===== config.mk =====
export PLATFORM = sky130hd
export DESIGN_NAME = vga_timing_gen
export DESIGN_NICKNAME = d
export VERILOG_FILES = /design/src/rtl/vga_pkg.sv /design/src/rtl/vga_axis_counter.sv /design/src/rtl/vga_timing_gen.sv
export SDC_FILE = /design/constraint.sdc
export NUM_CORES = 1
export LEC_CHECK = 0
export ABC_CLOCK_PERIOD_IN_PS = 1900
export CAP_MARGIN = 30
export CORE_MARGIN = 5
export CORE_UTILIZATION = 35
export CTS_BUF_LIST = sky130_fd_sc_hd__clkbuf_8
export DETAILED_ROUTE_END_ITERATION = 10
export PLACE_DENSITY = 0.59
export REMOVE_ABC_BUFFERS = 1
export SYNTH_ARGS = -nofsm -noshare
export SYNTH_HDL_FRONTEND = slang
export SYNTH_SLANG_ARGS = --single-unit

===== constraint.sdc =====
create_clock -name clk -period 1.9 [get_ports clk]
set_input_delay 0.57 -clock clk [delete_from_list [all_inputs] [get_ports clk]]
set_output_delay 0.57 -clock clk [all_outputs]
set_load 0.03 [all_outputs]

===== src/rtl/vga_pkg.sv =====
// vga_pkg: shared phase type, 640x480@60 default timing constants and axis total helper
package vga_pkg;

    typedef enum logic [1:0] {ACT, FP, SYNC, BP} phase_t;

    localparam int H_ACTIVE_DEF = 640;
    localparam int H_FRONT_DEF  = 16;
    localparam int H_SYNC_DEF   = 96;
    localparam int H_BACK_DEF   = 48;
    localparam int V_ACTIVE_DEF = 480;
    localparam int V_FRONT_DEF  = 10;
    localparam int V_SYNC_DEF   = 2;
    localparam int V_BACK_DEF   = 33;
    localparam int MAX_TOTAL    = 1024;

    function automatic int axis_total(input int active, input int front, input int sync, input int back);
        return active + front + sync + back;
    endfunction

endpackage


===== src/rtl/vga_axis_counter.sv =====
// vga_axis_counter: one raster axis, position counter plus ACT/FP/SYNC/BP phase FSM
module vga_axis_counter
    import vga_pkg::phase_t, vga_pkg::axis_total, vga_pkg::MAX_TOTAL;
#(
    parameter int ACTIVE = 640,
    parameter int FRONT  = 16,
    parameter int SYNC   = 96,
    parameter int BACK   = 48
) (
    input  logic       clk,
    input  logic       rst,
    input  logic       en,
    output logic [9:0] count,
    output phase_t     phase,
    output logic       wrap
);

    localparam int TOTAL = axis_total(ACTIVE, FRONT, SYNC, BACK);
    localparam logic [9:0] LAST = 10'(TOTAL - 1);

    if (TOTAL > MAX_TOTAL) begin : g_total_check
        $error("vga_axis_counter: axis total exceeds 1024");
    end

    phase_t     state, state_nxt;
    logic [9:0] pc, len_m1;

    // state register with in-phase and position counters, advancing only on en
    always_ff @(posedge clk) begin
        if (rst) begin
            state <= vga_pkg::ACT;
            pc    <= '0;
            count <= '0;
        end else if (en) begin
            state <= state_nxt;
            pc    <= (pc == len_m1) ? '0 : pc + 10'd1;
            count <= wrap ? '0 : count + 10'd1;
        end
    end

    // next phase once the in-phase counter reaches the current phase length minus 1
    always_comb begin
        len_m1    = (state == vga_pkg::ACT) ? 10'(ACTIVE - 1) :
                    (state == vga_pkg::FP)  ? 10'(FRONT - 1)  :
                    (state == vga_pkg::BP)  ? 10'(BACK - 1)   : 10'(SYNC - 1);
        state_nxt = (pc == len_m1) ? phase_t'(state + 2'd1) : state;
    end

    // phase and end-of-axis outputs
    always_comb begin
        phase = state;
        wrap  = en && (count == LAST);
    end

endmodule


===== src/rtl/vga_timing_gen.sv =====
// vga_timing_gen: VGA raster timing with pixel-enable divider, registered sync/blank decode and line/frame strobes
module vga_timing_gen
    import vga_pkg::*;
#(
    parameter int H_ACTIVE = H_ACTIVE_DEF,
    parameter int H_FRONT  = H_FRONT_DEF,
    parameter int H_SYNC   = H_SYNC_DEF,
    parameter int H_BACK   = H_BACK_DEF,
    parameter int V_ACTIVE = V_ACTIVE_DEF,
    parameter int V_FRONT  = V_FRONT_DEF,
    parameter int V_SYNC   = V_SYNC_DEF,
    parameter int V_BACK   = V_BACK_DEF,
    parameter int CLK_DIV  = 2
) (
    input  logic       clk,
    input  logic       rst,
    output logic       pix_en,
    output logic [9:0] hcount,
    output logic [9:0] vcount,
    output logic       hsync,
    output logic       vsync,
    output logic       video_on,
    output logic       line_start,
    output logic       frame_start
);

    localparam int DW = (CLK_DIV > 1) ? $clog2(CLK_DIV) : 1;
    localparam logic [DW-1:0] DIV_LAST = DW'(CLK_DIV - 1);
    localparam int HS_BEG = H_ACTIVE + H_FRONT;
    localparam int HS_END = HS_BEG + H_SYNC;
    localparam int VS_BEG = V_ACTIVE + V_FRONT;
    localparam int VS_END = VS_BEG + V_SYNC;

    if (CLK_DIV < 1) begin : g_div_check
        $error("vga_timing_gen: CLK_DIV must be at least 1");
    end

    logic [DW-1:0] div;
    logic [9:0]    h_nxt, v_nxt;
    logic          h_wrap, v_wrap;
    phase_t        h_phase, v_phase;
    logic          phase_unused;

    assign phase_unused = ^{h_phase, v_phase};

    vga_axis_counter #(
        .ACTIVE(H_ACTIVE), .FRONT(H_FRONT), .SYNC(H_SYNC), .BACK(H_BACK)
    ) u_h (
        .clk(clk), .rst(rst), .en(pix_en),
        .count(hcount), .phase(h_phase), .wrap(h_wrap)
    );

    vga_axis_counter #(
        .ACTIVE(V_ACTIVE), .FRONT(V_FRONT), .SYNC(V_SYNC), .BACK(V_BACK)
    ) u_v (
        .clk(clk), .rst(rst), .en(h_wrap),
        .count(vcount), .phase(v_phase), .wrap(v_wrap)
    );

    // counts as they will be after the next pixel-enabled edge
    assign h_nxt = h_wrap ? '0 : hcount + 10'd1;
    assign v_nxt = v_wrap ? '0 : (h_wrap ? vcount + 10'd1 : vcount);

    // clock divider producing a registered one-clk pixel enable
    always_ff @(posedge clk) begin
        if (rst) begin
            div    <= '0;
            pix_en <= 1'b0;
        end else begin
            div    <= (div == DIV_LAST) ? '0 : div + 1'b1;
            pix_en <= (div == DIV_LAST);
        end
    end

    // decode from next-state counts so outputs land on the same edge as the counts they describe
    always_ff @(posedge clk) begin
        if (rst) begin
            hsync       <= 1'b1;
            vsync       <= 1'b1;
            video_on    <= 1'b0;
            line_start  <= 1'b0;
            frame_start <= 1'b0;
        end else begin
            line_start  <= h_wrap;
            frame_start <= v_wrap;
            if (pix_en) begin
                hsync    <= !(int'(h_nxt) >= HS_BEG && int'(h_nxt) < HS_END);
                vsync    <= !(int'(v_nxt) >= VS_BEG && int'(v_nxt) < VS_END);
                video_on <= (int'(h_nxt) < H_ACTIVE) && (int'(v_nxt) < V_ACTIVE);
            end
        end
    end

endmodule


==> run summary <==
The flow ran to the end, and the final reports show no timing, DRC or antenna violations. The tools report the CTS H-tree depth as 1. Per report_power, the sequential group accounts for 59.8% of the total. The area taken by flip-flops and latches is 542 um^2, and the async set-or-reset flop fraction in the synthesized netlist is 0%. The run gives 0.528 GHz as the fmax.

Fill cells in the final layout number 412. The worst hold path belongs to the class register to register. For the global-route wire length before repair, the log shows 6.46 mm. The synthesized netlist devotes 8.72% of its cell area to XOR and XNOR gates. Post-synthesis mux area share: 2.66%.

Leaving out fill and tap cells, the most frequent cells in the layout are 26 x sky130_fd_sc_hd__dfxtp_1, 25 x sky130_fd_sc_hd__buf_4, 19 x sky130_fd_sc_hd__nor2_1, 17 x sky130_fd_sc_hd__nand2_1, 17 x sky130_fd_sc_hd__dlygate4sd2_1. The first detailed-routing pass took 4 iterations. 28 I/O pins were placed. In this run, the clock network consumes 33.3% of the power. The number of antenna-violating nets in the routed design was 0; the share of final-layout standard cells stronger than drive strength 1 was 21.4%.

Entering global routing, the biggest net connects 17 pins. OpenSTA, run right after detailed placement, puts the worst setup slack at 13.0 ps. The run gives 0 as the number of max-slew violations in the final report. After detailed routing, the number of remaining DRC violations is 0. After layout, the design draws a total of 0.000962 W. For the finished layout, the period the worst path requires is 1890 ps. The global route total overflow came out at 0. The critical path arrival was 2100 ps. TritonCTS created 3 clock buffers. In the synthesized netlist the dominant register cell turns out to be sky130_fd_sc_hd__dfxtp_1. The number of storage elements in the synthesis netlist works out to 27. The unique cell type count in the Yosys netlist was 42. The count of port buffers added during placement is 27, and the reported max-cap violation count is 0. The simple logic cell fraction of the synthesized area was 31.8%; the clock transition at the registers of the reported paths was 90 ps.

The share of total power in combinational logic came out at 6.8%. By area, the combinational part of the netlist is dominated by simple AND/OR/NAND/NOR gates. The post-synthesis cell count is 185, and the area share of fa/ha/maj cells after synthesis is 2.49%. For this configuration, the core starts out at a cell density of 36.9%. In the final layout, the multi-input gates occupy 956 um^2. STA classifies the critical path endpoint as a register.

The logs give 77.4% for the worst-case headroom to the max-slew limit and 0 for the Yosys warning count. Measured along the y axis, the die boundary spans 75.6 um. For this design the total switching power over the nets is 0.000216 W. Type of the worst setup path: register to register.

The run gives 3.99 mm as the detailed-route wire length. The maximum fanout along the worst path is 6. Internal power summed over all cells: 0.000746 W.

In this run the deepest clock path goes through 2 buffers. The synthesis-to-layout area growth was 39.9%. The run gives 27 as the clock sink total. The half-perimeter wire length after placement came out at 3.04 mm. The logs give 4090 um^2 for the area inside the core boundary and 0 for the count of endpoints failing setup in the final report. Routability-driven placement finished with a final weighted congestion of 0.857. The x dimension of the die works out to 75.6 um. The final layout contains 240 nets. The power density relative to cell area was 456 nW/um^2. The tools report the number of antenna violations at the first check in global routing as 0. The total count of hold-check failures in the final report was 0; the switching fraction of total power was 22.5%. After detailed routing, the number of vias per cell comes to 5.31. The share of the clock period used by the worst path after layout came out at 99.6%. TritonCTS built the clock tree.

The analysis attributes to cell leakage a power of 0.925 nW. For the floorplan die area, the log shows 5720 um^2. VDD sags by at most 0.000278 V. Setup repair after global routing could not meet its margin everywhere.

On the final layout, the worst clock skew is 2.35 ps. Sequential cells were found to cover 35.9% of the synthesized design area. STA puts the critical path data required time at 2110 ps. The slew at the pin closest to its max-slew limit was 339 ps. Clock tree synthesis selected as its root buffer the cell sky130_fd_sc_hd__clkbuf_8. For this block, the initial DRC count from the detailed router was 62. The mean area per synthesized cell is 8.14 um^2, and the worst setup margin is 7.65 ps. At the later pin of the worst-skew pair, clock insertion delay measures 270 ps.

The worst setup path is launched from a register. The number of antenna diodes in the final layout is 0. The area of the mapped netlist came out at 1510 um^2. The wire length per cell was 14.0 um. Via count: 1507.

The number of global-route vias before repair was 1372; the compound-cell area share of the yosys netlist was 13.3%. The number of flops mapped to enable cells by yosys was 0. The number of placement rows is 23, and the global routing usage summed across all routing layers is 14.5%. The most frequent standard cell in the layout excluding fill and tap cells was sky130_fd_sc_hd__dfxtp_1.
-- worst paths after layout --
kind                              startpoint            to  slack, ps  depth (start not counted)
worst max-delay path            u_h.count[7]  u_v.count[3]          8                          7
worst min-delay path                     div           div        410                          1
worst max register to register  u_h.count[7]  u_v.count[3]          8                          7
worst min register to register           div           div        410                          1
-- cells by family after synthesis --
family / Yosys count
xor gates and xnor gates: 15
buffers and inverters: 16
and+or+nand+nor: 90
AOI/OAI and AO/OA: 30
adders and majority gates: 3
muxes: 4
DFF: 27
-- layout make-up --
type	instances	area share, %
Timing Repair Buffer	55	22.7
Clock inverter	1	0.238
Clock buffer	3	1.96
Multi-Input combinational cell	142	45.4
Tap cell	50	2.97
Sequential cell	27	25.7
Inverter	6	1.07
-- flip-flops by register name, summed over array words and instances, names as in the netlist --
signal,count
frame_start,1
line_start,1
u_v.count,10
pix_en,1
hsync,1
video_on,1
vsync,1
u_h.count,10
div,1
-- routing by layer --
metal | share of wire (%) | wire, um | vias up | GRT usage [%]
met3 | 5.0 | 198 | 6 | 2.64
met5 | 0 | 0 | - | 0
met1 | 45 | 1790 | 711 | 19.0
li1 | - | - | 754 | -
met4 | 1.1 | 42 | 0 | 4.27
met2 | 49 | 1960 | 36 | 24.4
-- through the flow --
stage | hold WS [ps] | instance area [um^2] | std cells | setup TNS (ps) | util (%)
2_1_floorplan | 381 | 1450 | 175 | -9840 | -
3_3_place_gp | 393 | 1950 | 274 | 0 | 47.6
3_5_place_dp | 400 | 1950 | 274 | 0 | 47.6
4_1_cts | 413 | 1980 | 278 | -4.75 | 48.3
5_1_grt | 445 | 2110 | 284 | -330 | 51.6
6_report | 409 | 2110 | 284 | 0 | 51.6
-- worst max-delay path, cell delays in order (launching register included) --
cell,delay (ps)
sky130_fd_sc_hd__dfxtp_2,330
sky130_fd_sc_hd__or4b_4,580
sky130_fd_sc_hd__nor3_4,290
sky130_fd_sc_hd__buf_6,170
sky130_fd_sc_hd__buf_6,110
sky130_fd_sc_hd__nand3_2,70
sky130_fd_sc_hd__xor2_1,160
sky130_fd_sc_hd__nor2_1,110
-- power by group through the flow --
stage / Clock, W / Combinational (W) / Sequential, W
after global placement: 0 / 0.0000647 / 0.000588
after CTS: 0.000336 / 0.0000641 / 0.000575
after floorplan: 0 / 0.0000171 / 0.000603
after global routing: 0.000354 / 0.0000706 / 0.000576
after detailed placement: 0 / 0.0000656 / 0.000589
final: 0.000321 / 0.0000658 / 0.000575
-- synth_stat cells, drive strengths merged (2+ instances only) --
| master | instances | area, um^2 |
|---|---|---|
| nor2b | 3 | 18.8 |
| nor3 | 13 | 86.3 |
| nand2 | 17 | 63.8 |
| a21oi | 7 | 35.0 |
| nor2 | 21 | 83.8 |
| ha | 3 | 37.5 |
| nand4 | 8 | 50.1 |
| clkbuf | 4 | 15.0 |
| and3 | 2 | 12.5 |
| mux2i | 4 | 40.0 |
| xor2 | 9 | 78.8 |
| a41oi | 2 | 17.5 |
| and2 | 4 | 25.0 |
| or3 | 5 | 31.3 |
| nand3 | 9 | 45.0 |
| dfxtp | 27 | 541 |
| inv | 6 | 22.5 |
| nor4 | 3 | 18.8 |
| xnor2 | 6 | 52.6 |
| o211ai | 2 | 15.0 |
| o21ai | 7 | 35.0 |
| nand2b | 2 | 12.5 |
| buf | 6 | 40.0 |
| a21o | 3 | 22.5 |
-- repair_timing --
| action | 4_1_cts | 5_1_grt |
|---|---|---|
| pin swaps | 1 | 10 |
| cloned | 0 | 1 |
| setup endpoints to repair | 21 | 19 |
| setup buffers | 0 | 5 |
| resized for setup | 18 | 21 |
| hold buffers | 0 | 0 |
(Power assumes the default switching activity.)
